<file path="config.mk">
export PLATFORM = sky130hd
export DESIGN_NAME = stack_spill_ctrl
export DESIGN_NICKNAME = d
export VERILOG_FILES = /design/src/rtl/stack_spill_ctrl.sv
export SDC_FILE = /design/constraint.sdc
export NUM_CORES = 1
export LEC_CHECK = 0
export BUFFER_PORTS_ARGS = -buffer_cell sky130_fd_sc_hd__buf_4
export CAP_MARGIN = 20
export CORE_ASPECT_RATIO = 0.6
export CORE_MARGIN = 2
export CORE_UTILIZATION = 36
export CTS_BUF_LIST = sky130_fd_sc_hd__clkbuf_16
export DETAILED_ROUTE_END_ITERATION = 16
export HOLD_SLACK_MARGIN = 0.02
export PLACE_DENSITY_LB_ADDON = 0.15
export SLEW_MARGIN = 20
export SYNTH_ARGS = -nofsm -noshare
export SYNTH_HDL_FRONTEND = slang
export SYNTH_SLANG_ARGS = --single-unit
</file>
<file path="constraint.sdc">
create_clock -name clk -period 1.96 [get_ports clk]
set_input_delay 0.098 -clock clk [delete_from_list [all_inputs] [get_ports clk]]
set_output_delay 0.098 -clock clk [all_outputs]
set_load 0.01 [all_outputs]
</file>
<file path="src/rtl/stack_spill_ctrl.sv">
// stack_spill_ctrl: register save/restore sequencer in front of the CPU
// hardware stack. It walks a register mask, pushing registers (ascending)
// or popping them back into the register file (descending). When idle it
// also passes direct CPU push/pop strobes through to the stack.
// Optional feature macro: STACK_SPILL_BOUNDS_EN enables the occupancy
// counter, the full/empty checks, the sticky error flags and abort-on-error.
//
// Handshake: save_req/restore_req are sampled only while idle. A request
// is accepted on the first rising edge where it is high in IDLE, and busy
// rises on the following cycle. There is no ready output: requests seen
// outside IDLE are ignored, not queued. done pulses for one cycle at the end.
module stack_spill_ctrl #(
  parameter int DATA_W = 32,
  parameter int DEPTH  = 128,
  parameter int NREG   = 16
) (
  input  logic                     clk,
  input  logic                     reset,
  input  logic                     save_req,
  input  logic                     restore_req,
  input  logic [NREG-1:0]          reg_mask,
  output logic                     busy,
  output logic                     done,
  output logic                     err_ovf,
  output logic                     err_unf,
  output logic [7:0]               count,
  input  logic                     cpu_push,
  input  logic                     cpu_pop,
  input  logic [DATA_W-1:0]        cpu_d,
  output logic [$clog2(NREG)-1:0]  rf_raddr,
  input  logic [DATA_W-1:0]        rf_rdata,
  output logic                     rf_we,
  output logic [$clog2(NREG)-1:0]  rf_waddr,
  output logic [DATA_W-1:0]        rf_wdata,
  output logic                     stk_push,
  output logic                     stk_pop,
  output logic [DATA_W-1:0]        stk_d,
  input  logic [DATA_W-1:0]        stk_q,
  output logic [2:0]               dbg_state
);

  localparam int IW = $clog2(NREG);

  typedef enum logic [2:0] {
    IDLE      = 3'd0,
    SAVE_RD   = 3'd1,
    SAVE_PUSH = 3'd2,
    RESTORE   = 3'd3,
    DONE      = 3'd4
  } state_t;

  state_t            state, state_nxt;
  logic [IW-1:0]     idx, idx_nxt;
  logic [NREG-1:0]   mask, mask_nxt;
  logic              push_nxt, pop_nxt, pop_rf, pop_rf_nxt;
  logic [DATA_W-1:0] push_d_nxt;
  logic [IW-1:0]     pop_addr, pop_addr_nxt;
  logic              inc, dec, set_ovf, set_unf, clr_err;
  logic              full, empty;

  assign dbg_state = state;
  // Read address is presented in SAVE_RD so data arrives during SAVE_PUSH.
  assign rf_raddr  = (state == SAVE_RD) ? idx : '0;

  // Next-state, strobe decisions and occupancy/error events.
  always_comb begin
    state_nxt    = state;
    idx_nxt      = idx;
    mask_nxt     = mask;
    push_nxt     = 1'b0;
    push_d_nxt   = stk_d;
    pop_nxt      = 1'b0;
    pop_rf_nxt   = 1'b0;
    pop_addr_nxt = pop_addr;
    inc          = 1'b0;
    dec          = 1'b0;
    set_ovf      = 1'b0;
    set_unf      = 1'b0;
    clr_err      = 1'b0;
    unique case (state)
      IDLE: begin
        if (save_req) begin
          mask_nxt  = reg_mask;
          idx_nxt   = IW'(1);
          clr_err   = 1'b1;
          state_nxt = SAVE_RD;
        end else if (restore_req) begin
          mask_nxt  = reg_mask;
          idx_nxt   = IW'(NREG - 1);
          clr_err   = 1'b1;
          state_nxt = RESTORE;
        end else if (cpu_push) begin
          if (full) begin
            set_ovf = 1'b1;
          end else begin
            push_nxt   = 1'b1;
            push_d_nxt = cpu_d;
            inc        = 1'b1;
          end
        end else if (cpu_pop) begin
          if (empty) set_unf = 1'b1;
          else begin
            pop_nxt = 1'b1;
            dec     = 1'b1;
          end
        end
      end
      SAVE_RD: begin
        if (mask[idx])                 state_nxt = SAVE_PUSH;
        else if (idx == IW'(NREG - 1)) state_nxt = DONE;
        else                           idx_nxt   = idx + IW'(1);
      end
      SAVE_PUSH: begin
        if (full) begin
          set_ovf   = 1'b1;
          state_nxt = DONE;
        end else begin
          push_nxt   = 1'b1;
          push_d_nxt = rf_rdata;
          inc        = 1'b1;
          if (idx == IW'(NREG - 1)) state_nxt = DONE;
          else begin
            idx_nxt   = idx + IW'(1);
            state_nxt = SAVE_RD;
          end
        end
      end
      RESTORE: begin
        if (mask[idx] && empty) begin
          set_unf   = 1'b1;
          state_nxt = DONE;
        end else begin
          if (mask[idx]) begin
            pop_nxt      = 1'b1;
            pop_rf_nxt   = 1'b1;
            pop_addr_nxt = idx;
            dec          = 1'b1;
          end
          if (idx == IW'(1)) state_nxt = DONE;
          else               idx_nxt   = idx - IW'(1);
        end
      end
      DONE:    state_nxt = IDLE;
      default: state_nxt = IDLE;
    endcase
  end

  // State, registered strobes, and the register-file write that captures
  // the top of stack during the cycle its pop strobe is presented.
  always_ff @(posedge clk) begin
    if (reset) begin
      state    <= IDLE;
      idx      <= '0;
      mask     <= '0;
      stk_push <= 1'b0;
      stk_pop  <= 1'b0;
      stk_d    <= '0;
      pop_rf   <= 1'b0;
      pop_addr <= '0;
      rf_we    <= 1'b0;
      rf_waddr <= '0;
      rf_wdata <= '0;
      busy     <= 1'b0;
      done     <= 1'b0;
    end else begin
      state    <= state_nxt;
      idx      <= idx_nxt;
      mask     <= mask_nxt;
      stk_push <= push_nxt;
      stk_pop  <= pop_nxt;
      stk_d    <= push_d_nxt;
      pop_rf   <= pop_rf_nxt;
      pop_addr <= pop_addr_nxt;
      rf_we    <= stk_pop & pop_rf;
      if (stk_pop && pop_rf) begin
        rf_waddr <= pop_addr;
        rf_wdata <= stk_q;
      end
      busy     <= (state_nxt != IDLE);
      done     <= (state_nxt == DONE);
    end
  end

`ifdef STACK_SPILL_BOUNDS_EN
  localparam logic [7:0] DEPTH_C = 8'(DEPTH);

  assign full  = (count == DEPTH_C);
  assign empty = (count == 8'd0);

  // Occupancy counter and sticky error flags, cleared on request accept.
  always_ff @(posedge clk) begin
    if (reset) begin
      count   <= 8'd0;
      err_ovf <= 1'b0;
      err_unf <= 1'b0;
    end else begin
      if (inc)      count <= count + 8'd1;
      else if (dec) count <= count - 8'd1;
      if (clr_err) begin
        err_ovf <= 1'b0;
        err_unf <= 1'b0;
      end else begin
        if (set_ovf) err_ovf <= 1'b1;
        if (set_unf) err_unf <= 1'b1;
      end
    end
  end
`else
  // Without bounds tracking the stack pointer simply wraps.
  logic unused_bounds;
  assign full          = 1'b0;
  assign empty         = 1'b0;
  assign count         = 8'd0;
  assign err_ovf       = 1'b0;
  assign err_unf       = 1'b0;
  assign unused_bounds = ^{inc, dec, set_ovf, set_unf, clr_err, 8'(DEPTH)};
`endif

endmodule
</file>
Word level (Yosys, flattened, before mapping)

Cells that the tools add are included.

Flip-flop bits (word level): 101
Input port bits: 118

Equal/unequal tests: 12
Magnitude comparators: 1
Reductions and logical operators: 11
Multiplexer cells: 32
Bitwise gates (word level): 2
Add/subtract/negate cells: 2

Operators with widths:

| operator                                                    | number |
|---|---|
| 2-to-1 mux 32 bit                                           | 3 |
| case mux 32 bit (2 select lines)                            | 1 |
| 2-to-1 mux 16 bit                                           | 2 |
| 2-to-1 mux 4 bit                                            | 6 |
| 2-to-1 mux 3 bit                                            | 6 |
| case mux 4 bit (4 select lines)                             | 1 |
| case mux 3 bit (4 select lines)                             | 1 |
| != test 2 bit (second input constant)                       | 5 |
| 2-to-1 mux 1 bit                                            | 9 |
| AND reduction 4 bit                                         | 2 |
| == test 3 x 2 -> 1 bit (second input constant)              | 2 |
| less-than comparator 4 x 5 -> 1 bit (second input constant) | 1 |
| adder 4 x 1 -> 4 bit (second input constant)                | 1 |
| binary-select mux 1 bit (select 4 bit)                      | 1 |
| == test 4 x 1 -> 1 bit (second input constant)              | 1 |
| == test 4 bit (second input constant)                       | 1 |
| case mux 1 bit (2 select lines)                             | 2 |
| AND reduction 2 bit                                         | 2 |
| nonzero test 2 bit                                          | 2 |
| nonzero test 4 bit                                          | 1 |
| subtractor 4 x 1 -> 4 bit (second input constant)           | 1 |
| == test 3 x 1 -> 1 bit (second input constant)              | 1 |
| == test 3 bit (second input constant)                       | 1 |
| zero test 3 bit                                             | 1 |
| other kinds (6)                                             | 6 |

Longest topological paths before layout

Depth after elaboration: 5
Depth in mapped cells: 9

Worst setup path before layout

Ideal clock, no wire load.

Path type: register -> register
From: register idx[0]
To: register idx[1]
Path slack: -0.147 ns
Stages on the path, launching flop included: 8
Data arrival time: 2.020 ns
Library setup time: 0.087 ns
Cell sequence: dfxtp_1 -> buf_6 -> mux2_2 -> a32o_1 -> or4_1 -> buf_2 -> a21o_4 -> a221oi_2

Word-level cells in the longest chain between the ends: 4

Ends and longest elaborated chain:

| element                                                                       | RTL line      | source |
|---|---|---|
| start: declaration                                                            | 53            | `logic [IW-1:0] idx, idx_nxt;` |
| start signal: assignment                                                      | 167           | `idx <= idx_nxt;` |
| adder 4 x 1 -> 4 bit, or another cell as far along                            | 111, 123      |  |
| 2-to-1 mux 4 bit / 2-to-1 mux 1 bit (equally long branches)                   | 110, 121, 109 |  |
| 2-to-1 mux 4 bit / != test 2 bit (equally long branches)                      | --            |  |
| case mux 4 bit (4 select lines) / AND reduction 4 bit (equally long branches) | --            |  |

Parallel ways exist; a longest one is shown, timed or not. The select of a mux whose other input is x is not followed.
A chain may end at the register's enable or synchronous reset.

Worst setup path after layout

From: register idx[1]
To: register idx[1]

Same word-level chain as after synthesis.

==> impl_metrics.yaml <==
outcome:
  status: "finished with violations"
  failed_checks: "setup timing"
critical_path:
  reg2reg_depth: 7
  rr_endpoint: "idx[1]$_SDFFE_PP0P_"
  crit_path_start_kind: "flop"
  crit_fanout: 5
  critical_path_class: "flop to flop"
  timing.rr.start: "idx[1]$_SDFFE_PP0P_"
  required_ns: 2.21
  regToRegSetupSlack_ns: -0.03
  worstSetupEndpointType: "flop"
  crit_arrival_ns: 2.23
synthesis:
  avgSynthCellArea_um2: 8.44
  synth_seq_area_share: 0.467
  synth-edff-count: 0
  synth_seq_cells: 101
  syn-instance-count: 513
  yosysWarnings: 0
  syn_area_um2: 4330
  ys_types: 44
  synth_flop_cell: "dfxtp_1"
  yosys.area.top_type_share: 0.467
  async_flop_share: 0
  yosys.area.top_type: "dfxtp_1"
  synth.area.top_cells: "dfxtp_1, nand2_1, mux2i_1"
routing:
  postRouteAntennaNets: 0
  wl_um: 13600
  wl_per_cell_um: 14.7
  viasPerCell: 4.82
  vias: 4482
  drc: 0
  initialDrtViolationCount: 244
  dr.pass1.iters: 4
power_and_ir_drop:
  clock_power_share: 0.316
  p_sw_mw: 1.74
  p_leak_nw: 2.94
  powerDensity_nw_per_um2: 833
  finalPower_mw: 5.86
  seqPwrFrac: 0.402
  peakVddDrop_uv: 440
  swShare: 0.297
  p_int_mw: 4.12
  p_comb_frac: 0.283
timing:
  timing.max_slew.rel_slack: 0.516
  finalSetupViolations: 2
  min_period_ns: 1.99
  rsz0062_at_grt: "yes"
  hold_viol_final: 0
  finalCritPeriodShare: 1.01
  finalSetupTns_ns: -0.0300
  layout_setup_ws_ns: -0.0259
  max_clock_freq_mhz: 504
  tightest_slew_ns: 0.726
  clock_skew_ns: 0.00995
  slew_viol_final: 0
global_route:
  antenna_found_initial: 0
  grt_first_pass_wirelength_um: 21200
  grt_pass1_vias: 4320
  gr-total-overflow: 0
  track_usage: 0.203
  grt_max_degree: 65
min_path:
  holdCritStartpoint: "stk_q[5]"
  min_path_type: "primary input to flop"
  hold_end: "rf_wdata[5]$_SDFFE_PP0P_"
  hold_depth: 3
run:
  maxCapViolations: 0
floorplanning:
  start_util: 0.376
  dieArea_um2: 12900
  core-area_um2: 11500
  die_height_um: 88.9
  die_x_um: 146
  pin_count: 208
  row_count: 30
clocking:
  cts_tree: "done"
  clock-sinks: 101
  numCtsBuffers: 9
  cts.clk_slew.worst_paths_ns: 0.08
  h-tree-depth: 3
  clock_path_buffers: 2
  clock_latency_ns: 0.34
  cts.root.buffer_cell: "clkbuf_16"
placed_design:
  port_buffers: 197
  dp_hpwl_um: 9450
  routabilityCongestion: 0.879
cells_and_area:
  nets: 886
  fillCellCount: 995
  syn_to_final_growth_pct: 62.7
  final_common_cell: "buf_4"
  most-common-layout-cells: "buf_4, nand2_1, dfxtp_1, a21oi_1"
  antenna_cells: 0
  fin_util: 0.611
  drive_gt1_frac: 0.369
-- worst max-delay path, stage by stage, from the launching register on --
cell      delay (ns)
dfxtp_4         0.36
buf_6           0.13
buf_4           0.13
nand3_1         0.10
o22ai_1         0.12
or4_4           0.56
a21o_4          0.25
a221oi_2        0.24
-- worst max-delay path by stage --
stage / endpoint / cells past startpoint / from / slack, ns
final: idx[1]$_SDFFE_PP0P_ / 7 / idx[1]$_SDFFE_PP0P_ / -0.03
after global routing: idx[1]$_SDFFE_PP0P_ / 7 / idx[2]$_SDFFE_PP0P_ / -0.09
after CTS: idx[1]$_SDFFE_PP0P_ / 5 / idx[0]$_SDFFE_PP0P_ / -0.007
after detailed placement: busy$_SDFF_PP0_ / 7 / idx[0]$_SDFFE_PP0P_ / -0.40
after global placement: busy$_SDFF_PP0_ / 6 / idx[0]$_SDFFE_PP0P_ / -0.22
after floorplan: idx[1]$_SDFFE_PP0P_ / 8 / idx[0]$_SDFFE_PP0P_ / -0.11
-- cells in the mapped netlist, types with 2 or more instances --
cell type  instances
mux2i_1           39
ha_1               3
mux2_2             2
nand3_1            6
or4_1              2
buf_4             10
nor2_1            45
nor3_1             4
nand3b_1           3
nor3b_1            5
nor4_1             4
xnor2_1            3
o21ai_0            5
nand2_1          112
o32ai_1            2
a21oi_1           62
clkbuf_1          26
a31oi_1            2
dfxtp_1          101
a221oi_2           2
buf_1              6
buf_2              7
inv_1              4
buf_6              2
a211oi_1          32
o21bai_1           2
and2_1             5
-- cells by family (layout without fill, tap and decap cells) --
| group | Yosys count | count (layout) | synth area share |
|---|---|---|---|
| compound gates | 115 | 115 | 0.169 |
| mux | 41 | 41 | 0.0954 |
| buf+inv | 55 | 303 | 0.0619 |
| other cells | 1 | 10 | 0.000866 |
| flops | 101 | 101 | 0.467 |
| simple gates | 194 | 194 | 0.191 |
| fa+ha+maj | 3 | 3 | 0.00867 |
| xor+xnor | 3 | 3 | 0.00607 |
-- flip-flops by register name (all words and copies together), names as in the netlist --
signal / count
mask: 16
stk_d: 32
stk_push: 1
rf_waddr: 4
idx: 4
pop_addr: 4
done: 1
rf_wdata: 32
rf_we: 1
busy: 1
pop_rf: 1
dbg_state: 3
stk_pop: 1
-- through the flow --
stage	setup WS, ns	hold WS (ns)	area [µm²]	cells
after floorplan	-0.109	0.234	4380	522
after detailed placement	-0.397	0.353	6060	858
after global routing	-0.0933	0.0343	7040	930
after CTS	-0.00664	0.0221	6970	928
after global placement	-0.223	0.347	6060	858
final	-0.0259	0.0289	7040	930
-- routing by layer --
layer,global-route usage,share of wire,vias to the layer above
met1,0.268,0.45,2037
li1,-,-,2253
met3,0.0607,0.080,7
met4,0.0597,0.0068,0
met2,0.326,0.46,185
met5,0,0,-
-- power by group through the flow --
stage	Clock, mW	Sequential [mW]	Combinational (mW)
global placement	0	2.38	1.36
detailed placement	0	2.38	1.39
CTS	1.89	2.35	1.59
global route	1.98	2.38	1.79
floorplan	0	2.38	0.769
finish	1.85	2.35	1.66
-- area by class of cell --
cell class                      instances  area (µm²)  share of cell area
Tap cell                              160         200              0.0284
Clock buffer                            9         225              0.0320
Inverter                                4        15.0             0.00213
Sequential cell                       101        2030               0.288
Multi-Input combinational cell        366        2200               0.312
Timing Repair Buffer                  283        2290               0.325
Clock inverter                          7        81.3              0.0116
-- what timing repair did --
item	CTS	global route
endpoints found under the setup margin	12	8
gates resized for setup	19	14
hold buffers	45	0
hold endpoints to repair	45	0
buffers inserted	9	2
pin swaps	7	4
Note: power is estimated with default switching activity, not from simulation.
